<file path="src/rtl/gpu_cmd_pkg.sv">
// rtl/gpu_cmd_pkg.sv - opcodes, FSM states and display-mode encodings for the UART command decoder
package gpu_cmd_pkg;

   localparam logic [7:0] OP_SET_ADDR = 8'hA0;
   localparam logic [7:0] OP_WRITE    = 8'hA1;
   localparam logic [7:0] OP_SET_MODE = 8'hA2;
   localparam logic [7:0] OP_FILL     = 8'hA3;

   localparam int VRAM_LAST_DEFAULT = 22499;

   localparam logic [2:0] MODE_OFF   = 3'd0;
   localparam logic [2:0] MODE_TEXT  = 3'd1;
   localparam logic [2:0] MODE_GFX6  = 3'd2;
   localparam logic [2:0] MODE_GFX4  = 3'd3;
   localparam logic [2:0] MODE_GFX2  = 3'd4;
   localparam logic [2:0] MODE_TILED = 3'd5;

   typedef enum logic [3:0] {
      ST_IDLE,
      ST_ADDR_HI,
      ST_ADDR_LO,
      ST_LEN,
      ST_DATA,
      ST_MODE_ARG,
      ST_FILL_CH,
      ST_FILL_CL,
      ST_FILL_VAL,
      ST_FILL_RUN
   } state_t;

endpackage

</file>
<file path="src/rtl/byte_timeout.sv">
// rtl/byte_timeout.sv - inter-byte idle counter; tc pulses on the LIMIT-th enabled cycle since clear
module byte_timeout #(
   parameter int LIMIT = 100000
) (
   input  logic clk10m,
   input  logic rst,
   input  logic clr,
   input  logic en,
   output logic tc
);

   localparam int CW = $clog2(LIMIT + 1);
   localparam logic [CW-1:0] LAST = CW'(LIMIT - 1);

   logic [CW-1:0] cnt;

   assign tc = en && (cnt == LAST);

   always_ff @(posedge clk10m) begin
      if (rst || clr) begin
         cnt <= '0;
      end else if (en) begin
         cnt <= tc ? '0 : cnt + 1'b1;
      end
   end

endmodule

</file>
<file path="src/rtl/uart_cmd_decoder.sv">
// rtl/uart_cmd_decoder.sv - UART byte-stream packet decoder to VRAM writes and display mode
// Optional FILL command (0xA3) built only when CMD_FILL_EN is defined.
module uart_cmd_decoder
   import gpu_cmd_pkg::*;
#(
   parameter int          ADDR_W         = 15,
   parameter int          VRAM_LAST      = VRAM_LAST_DEFAULT,
   parameter int          TIMEOUT_CYCLES = 100000,
   parameter logic [2:0]  RESET_MODE     = MODE_TEXT
) (
   input  logic              clk10m,
   input  logic              rst,
   input  logic [7:0]        in_data,
   input  logic              in_valid,
   output logic              in_ack,
   output logic [ADDR_W-1:0] vram_addr,
   output logic [7:0]        vram_data,
   output logic              vram_we,
   output logic [2:0]        mode_out,
   output logic              busy,
   output logic              err
);

   localparam logic [ADDR_W-1:0] LAST_A = VRAM_LAST[ADDR_W-1:0];

   state_t            state;
   logic [ADDR_W-1:0] ptr;
   logic [ADDR_W-9:0] addr_hi;
   logic [8:0]        remaining;
   logic              can_take;
   logic              tmo;
   logic              accept;
   logic [ADDR_W-1:0] ptr_next;
   logic [ADDR_W-1:0] new_addr;

`ifdef CMD_FILL_EN
   logic [15:0] fill_cnt;
   logic [7:0]  fill_val;
   assign can_take = (state != ST_FILL_RUN);
`else
   assign can_take = 1'b1;
`endif

   // Timer is frozen (not cleared) while a fill burst owns the write port.
   byte_timeout #(.LIMIT(TIMEOUT_CYCLES)) u_timeout (
      .clk10m (clk10m),
      .rst    (rst),
      .clr    (accept || (state == ST_IDLE)),
      .en     ((state != ST_IDLE) && can_take),
      .tc     (tmo)
   );

   assign accept   = in_valid && !in_ack && can_take && !tmo;
   assign ptr_next = (ptr == LAST_A) ? '0 : ptr + 1'b1;
   assign new_addr = {addr_hi, in_data};
   assign busy     = (state != ST_IDLE);

   always_ff @(posedge clk10m) begin
      if (rst) begin
         state     <= ST_IDLE;
         ptr       <= '0;
         addr_hi   <= '0;
         remaining <= '0;
         in_ack    <= 1'b0;
         vram_we   <= 1'b0;
         vram_addr <= '0;
         vram_data <= '0;
         mode_out  <= RESET_MODE;
         err       <= 1'b0;
`ifdef CMD_FILL_EN
         fill_cnt  <= '0;
         fill_val  <= '0;
`endif
      end else begin
         in_ack  <= accept;
         vram_we <= 1'b0;
         err     <= 1'b0;
         if (tmo) begin
            err   <= 1'b1;
            state <= ST_IDLE;
         end else if (accept) begin
            case (state)
               ST_IDLE: begin
                  case (in_data)
                     OP_SET_ADDR: state <= ST_ADDR_HI;
                     OP_WRITE:    state <= ST_LEN;
                     OP_SET_MODE: state <= ST_MODE_ARG;
`ifdef CMD_FILL_EN
                     OP_FILL:     state <= ST_FILL_CH;
`endif
                     default:     err   <= 1'b1;
                  endcase
               end
               ST_ADDR_HI: begin
                  addr_hi <= in_data[ADDR_W-9:0];
                  state   <= ST_ADDR_LO;
               end
               ST_ADDR_LO: begin
                  if (new_addr > LAST_A) err <= 1'b1;
                  else                   ptr <= new_addr;
                  state <= ST_IDLE;
               end
               ST_LEN: begin
                  remaining <= (in_data == 8'd0) ? 9'd256 : {1'b0, in_data};
                  state     <= ST_DATA;
               end
               ST_DATA: begin
                  vram_we   <= 1'b1;
                  vram_addr <= ptr;
                  vram_data <= in_data;
                  ptr       <= ptr_next;
                  remaining <= remaining - 1'b1;
                  if (remaining == 9'd1) state <= ST_IDLE;
               end
               ST_MODE_ARG: begin
                  mode_out <= in_data[2:0];
                  state    <= ST_IDLE;
               end
`ifdef CMD_FILL_EN
               ST_FILL_CH: begin
                  fill_cnt[15:8] <= in_data;
                  state          <= ST_FILL_CL;
               end
               ST_FILL_CL: begin
                  fill_cnt[7:0] <= in_data;
                  state         <= ST_FILL_VAL;
               end
               ST_FILL_VAL: begin
                  fill_val <= in_data;
                  state    <= (fill_cnt == 16'd0) ? ST_IDLE : ST_FILL_RUN;
               end
`endif
               default: state <= ST_IDLE;
            endcase
`ifdef CMD_FILL_EN
         end else if (state == ST_FILL_RUN) begin
            vram_we   <= 1'b1;
            vram_addr <= ptr;
            vram_data <= fill_val;
            ptr       <= ptr_next;
            fill_cnt  <= fill_cnt - 1'b1;
            if (fill_cnt == 16'd1) state <= ST_IDLE;
`endif
         end
      end
   end

endmodule

</file>
<file path="config.mk">
export PLATFORM = sky130hd
export DESIGN_NAME = uart_cmd_decoder
export DESIGN_NICKNAME = d
export VERILOG_FILES = /design/src/rtl/gpu_cmd_pkg.sv /design/src/rtl/byte_timeout.sv /design/src/rtl/uart_cmd_decoder.sv
export SDC_FILE = /design/constraint.sdc
export NUM_CORES = 1
export LEC_CHECK = 0
export ABC_AREA = 1
export BUFFER_PORTS_ARGS = -buffer_cell sky130_fd_sc_hd__buf_2
export CORE_ASPECT_RATIO = 0.75
export CORE_MARGIN = 2
export CORE_UTILIZATION = 30
export CTS_CLUSTER_SIZE = 16
export DETAILED_ROUTE_END_ITERATION = 10
export PLACE_DENSITY = 0.48
export SKIP_LAST_GASP = 1
export SLEW_MARGIN = 10
export SYNTH_ARGS = -nofsm -noshare
export SYNTH_HDL_FRONTEND = slang
export SYNTH_HIERARCHICAL = 1
export SYNTH_SLANG_ARGS = --single-unit
</file>
<file path="constraint.sdc">
create_clock -name clk10m -period 2.45 [get_ports clk10m]
set_clock_uncertainty 0.15 [all_clocks]
set_input_delay 0.245 -clock clk10m [delete_from_list [all_inputs] [get_ports clk10m]]
set_output_delay 0.245 -clock clk10m [all_outputs]
set_load 0.05 [all_outputs]
</file>
* Yosys cells after proc, flatten, opt, wreduce, memory -nomap -nowiden
Index checks and enable logic that the tools add are counted.
Storage, ports and cells: output and inout bits 30, input bits 11, register bits 81, word-level logic and storage cells 67
Cells by class: order comparisons 1, bitwise operators 2, add/sub/neg operators 3, equality and inequality tests 14, muxes and demuxes 15, reduce and logical (&&, ||, !) cells 21
Operator list (count):
- two-way mux 15 bit | 2
- case mux 15 bit (2 select lines) | 1
- == test 8 bit (second input constant) | 3
- case mux 9 bit (2 select lines) | 1
- adder 17 x 1 -> 17 bit (second input constant) | 1
- == test 17 bit (second input constant) | 1
- two-way mux 17 bit | 1
- case mux 4 bit (4 select lines) | 1
- adder 15 x 1 -> 15 bit (second input constant) | 1
- == test 15 bit (second input constant) | 1
- greater-than comparator 15 bit (second input constant) | 1
- AND reduction 3 bit | 5
- case mux 4 bit (3 select lines) | 1
- == test 9 x 1 -> 1 bit (second input constant) | 1
- two-way mux 9 bit | 1
- subtractor 9 x 1 -> 9 bit (second input constant) | 1
- == test 4 x 2 -> 1 bit (second input constant) | 2
- == test 4 x 3 -> 1 bit (second input constant) | 2
- zero test 8 bit | 1
- OR reduction 3 bit | 2
- two-way mux 1 bit | 5
- == test 4 x 1 -> 1 bit (second input constant) | 1
- zero test 4 bit | 1
- two-way mux 4 bit | 1
- other kinds (11) | 18

* Depth between registers and ports, before layout
depth in word-level cells 6, depth in mapped cells 18, mapped depth without buffers 16

* By module
Netlist, hierarchy kept.
Modules (own cells, without submodules):
- uart_cmd_decoder | times used 1, seq. area each 1261.2 µm², area each 3348.2 µm², cells each 521
- byte_timeout | times used 1, seq. area each 340.3 µm², area each 960.9 µm², cells each 141

* Worst setup path after synthesis
Ideal clock, no wire load.
kind register to register, from register state[1], to register addr_hi[0], library setup time 120 ps, arrival time 2492 ps, cell stages (with the launch flop) 17, setup slack -312 ps, clock period less this slack 2762 ps, buffers on the path 1, path through dfxtp_1 -> inv_1 -> nand2_2 -> nor2_1 -> inv_1 -> buf_4 -> nand2_1 -> nor3_1 -> nand2_1 -> nor2_1 -> inv_1 -> nand3_2 -> inv_1 -> nand3_1 -> clkinv_1 -> o21ai_0 -> a21oi_1
On the way: cells in the longest elaborated chain, start to end 5, elaborated cells between the ends (all ways) 7
Ends and longest elaborated chain:
- from (decl) | RTL line uart_cmd_decoder.sv:26 | state_t state;
- from (signal assigned) | RTL line uart_cmd_decoder.sv:60 | state <= ST_IDLE;
- from (signal assigned) | RTL line uart_cmd_decoder.sv:80 | state <= ST_IDLE;
- from (signal assigned) | RTL line uart_cmd_decoder.sv:85 | OP_SET_ADDR: state <= ST_ADDR_HI;
- nonzero test 4 bit *
- named net busy | RTL line uart_cmd_decoder.sv:20 | output logic busy,
- logical AND 1 bit * | RTL line byte_timeout.sv:17 | assign tc = en && (cnt == LAST);
- named net tmo | RTL line uart_cmd_decoder.sv:31 | logic tmo;
- zero test 1 bit | RTL line uart_cmd_decoder.sv:53 | assign accept = in_valid && !in_ack && can_take && !tmo;
- logical AND 1 bit | RTL line uart_cmd_decoder.sv:53
- AND reduction 3 bit (no source line) *
- to (signal assigned) | RTL line uart_cmd_decoder.sv:95 | addr_hi <= in_data[ADDR_W-9:0];
- to (decl) | RTL line uart_cmd_decoder.sv:28 | logic [ADDR_W-9:0] addr_hi;
The timed path passes the listed nets; every way through them passes the cells marked *. A chain may end at the register's enable or synchronous reset.

* Worst setup path after layout
from register u_timeout.cnt[0], to register remaining[3]
On the way: cells in the longest elaborated chain, start to end 5, elaborated cells between the ends (all ways) 6
Ends and longest elaborated chain:
- from (decl) | RTL line byte_timeout.sv:15 | logic [CW-1:0] cnt;
- from (signal assigned) | RTL line byte_timeout.sv:23 | cnt <= tc ? '0 : cnt + 1'b1;
- == test 17 bit * | RTL line byte_timeout.sv:17
- logical AND 1 bit * | RTL line byte_timeout.sv:17
- named net tmo | RTL line uart_cmd_decoder.sv:31
- zero test 1 bit | RTL line uart_cmd_decoder.sv:53
- logical AND 1 bit | RTL line uart_cmd_decoder.sv:53
- AND reduction 3 bit (no source line) *
- to (signal assigned) | RTL line uart_cmd_decoder.sv:104 | remaining <= (in_data == 8'd0) ? 9'd256 : {1'b0, in_data};
- to (signal assigned) | RTL line uart_cmd_decoder.sv:112 | remaining <= remaining - 1'b1;
- to (decl) | RTL line uart_cmd_decoder.sv:29 | logic [8:0] remaining;
Marked as above.

==> results_dict.tcl <==
set metrics [dict create \
    hold_viol_final 0 \
    final_nets 726 \
    clock_latency_ps 350 \
    syn_area_mm2 0.00431 \
    outcome "finished clean" \
    cts_root_buffer "clkbuf_16" \
    yosysSeqAreaShare 0.372 \
    antenna_cells 0 \
    cp_slowest_cell "dfxtp_1" \
    cts.sinks 80 \
    cp-end-kind "flop" \
    drcViolationCount 0 \
    clk_pin_slew_ps 60 \
    rsz0062_at_grt "yes" \
    synth_mux_area_frac 0 \
    grt_remaining_overflow 0 \
    fin_cells 891 \
    vias 4274 \
    tightest_slew_ps 491 \
    drtPass1Iterations 5 \
    ir_drop_mv 0.447 \
    p_per_area_mw_per_mm2 997 \
    row_count 37 \
    syn-num-nets 677 \
    place_area_mm2 0.00476 \
    dp_hpwl_um 9570 \
    cts_tree "yes" \
    synthCells 662 \
    critPathRequiredTime_ps 2600 \
    fp.coreArea_mm2 0.0139 \
    yosys_warnings 6 \
    synth_top_cell_by_area "dfxtp_1" \
    portBuffers 40 \
    synthAdderAreaFrac 0.0116 \
    critical_path.cell_chain "ha_1 -> nand2_1 -> nor2_1 -> nand3_1 -> nor2_1 -> inv_1 -> nand3_4 -> inv_2 -> o21ai_4 -> inv_4 -> a21boi_0 -> o21ai_0 -> inv_1" \
    slowest_delay_ps 370 \
    ff_latch_area_mm2 0.00160 \
    netlist-cell-type-count 37 \
    post-place-ws_ps 153 \
    synth-seq-cells 80 \
    finalMaxSlewViolations 0 \
    cap_violations 0 \
    setup_violations 0 \
    finish.instance_area_mm2 0.00505 \
    grt_pass1_vias 3923 \
    synth-compound-area-share 0.141 \
    synthTopCellsByArea "dfxtp_1 37%, nand2_1 12%, nor2_1 9.1%" \
    vias_per_cell 4.80 \
    antenna_found_initial 0 \
    synth_top_family_by_area "simple AND/OR/NAND/NOR gates" \
    avgRoutedWirePerCell_um 14.4 \
    die_area_mm2 0.0153 \
    synth_flop_cell "dfxtp_1" \
    min_period_ps 2240 \
    die_h_um 108 \
    startpoint_type "flop" \
    antenna_left 0 \
    drt_iter0_markers 343 \
    drive_above_1_share 0.148 \
    gr-usage-all-layers 0.176 \
    ioPinCount 41 \
    cts_buffers 9 \
    crit_start "u_timeout/cnt[0]" \
    async_reset_ff_frac 0 \
    worst-path-buf-inv 4 \
    fillerInstances 1536 \
    worst-path-max-fanout 11 \
    die_x_um 142 \
    netlist.area_leader.share 0.372 \
    syn_avg_cell_area_um2 6.51 \
    fin_crit_sh 0.913 \
    synth_edf_count 0 \
    cts_max_level 3 \
    crit_family "simple AND/OR/NAND/NOR gates" \
    fmax_mhz 447 \
    critical_path_class "flop to flop" \
    leakage_nw 2.31 \
    grt_max_degree 37 \
    grt_pass1_wl_um 20700 \
    setup_slack_ps 212 \
    drt-total-wl_um 12800 \
    min-delay-start "in_valid" \
    gp_congestion 0.867 \
    arrival_ps 2380 \
    multi_input_area_mm2 0.00227 \
    cts_buffer_depth 2 \
    area_growth_pct 17.2 \
    synth-xor-area-share 0.0163 \
    r2r-start "u_timeout/cnt[0]" \
    placed_cells 874 \
    initial_core_util 0.310 \
    synthSimpleGateAreaFrac 0.356 \
    hp-class "input port to flop" \
    slew_headroom 0.670 \
    postCtsHoldBufs 0 \
]
## cell type report
class                      instances  area share
clock inverter                     7     0.00966
multi-input combinational        473       0.450
tap                              175      0.0433
timing repair buffer              57      0.0656
clock buffer                       9      0.0446
sequential                        80       0.317
inverter                          90      0.0696
## final timing paths
kind	endpoint	slack, ps	cells past startpoint
setup / recovery	remaining[3]	210	13
hold / removal	in_ack	90	3
setup reg to reg	remaining[3]	210	13
hold reg to reg	vram_addr[6]	320	2
## power breakdown
group | internal, mW | total, mW | switching [mW]
logic | 0.616 | 2.06 | 1.44
clock network | 0.684 | 1.26 | 0.576
registers | 1.52 | 1.72 | 0.198
total | 2.82 | 5.04 | 2.22
## worst min-delay path, delay by kind of cell
| family | cells | cell delay, ps |
|---|---|---|
| buf+inv | 1 | 120 |
| simple gates | 2 | 180 |
## routing by layer
| layer | global-route usage | wire length (µm) | part of all wire |
|---|---|---|---|
| met1 | 0.276 | 7250 | 0.57 |
| met2 | 0.231 | 4740 | 0.37 |
| met3 | 0.0387 | 649 | 0.051 |
| met4 | 0.0552 | 150 | 0.012 |
| met5 | 0 | 0 | 0 |
## flip-flops by register name, summed over array words and instances, names as in the netlist, 3 cells and up
| name | count |
|---|---|
| addr_hi | 7 |
| mode_out | 3 |
| remaining | 9 |
| u_timeout/cnt | 17 |
| vram_addr | 15 |
| vram_data | 8 |
| state | 3 |
| ptr | 15 |
## cell usage after synthesis, types with 3 or more instances
cell / count
buf_2: 8
nor2_1: 104
a31oi_1: 3
nand2_1: 140
inv_2: 6
o21ai_0: 54
clkbuf_1: 6
nand3_1: 60
xor2_1: 6
nand2_2: 7
a21oi_1: 47
nor3_1: 10
nor2_4: 3
o21bai_1: 3
ha_1: 4
nand4_1: 12
dfxtp_1: 80
inv_1: 81
## through the flow
stage | power, mW | utilization | hold slack (ps) | TNS (ps)
floorplan | 3.22 | - | 230 | 0
global placement | 3.77 | 0.343 | 308 | 0
detailed placement | 3.77 | 0.343 | 307 | 0
CTS | 5.05 | 0.362 | 80.8 | 0
global route | 5.38 | 0.364 | 82.0 | -10.6
finish | 5.04 | 0.364 | 85.9 | 0
## cells in the final DEF (no fill, tap or decap), types with 2 or more instances in the layout
cell type,count
inv_4,3
nand2_2,7
nor3_1,10
nor2_1,104
nor2_8,2
dfxtp_1,79
clkinv_2,3
a21boi_0,2
o21ai_0,54
inv_2,6
a21oi_1,47
o21bai_1,3
nand3_1,60
nand2_4,2
ha_1,4
a31oi_1,3
nand4_1,12
xor2_1,6
buf_4,16
nand2_1,140
nor2_4,4
buf_2,40
inv_1,79
clkbuf_16,9
clkinvlp_4,4
xnor2_1,2
## kinds of logic after synthesis
kind of cell / Yosys count
xor+xnor: 8
buf+inv: 109
compound gates: 114
flops: 80
fa+ha+maj: 4
simple gates: 347
## what timing repair did
item / CTS / global route
setup endpoints to repair: 0 / 38
resized for setup: 0 / 6
buffers inserted: 0 / 1
endpoints found under the hold margin: 0 / 0
(Power assumes the default switching activity.)
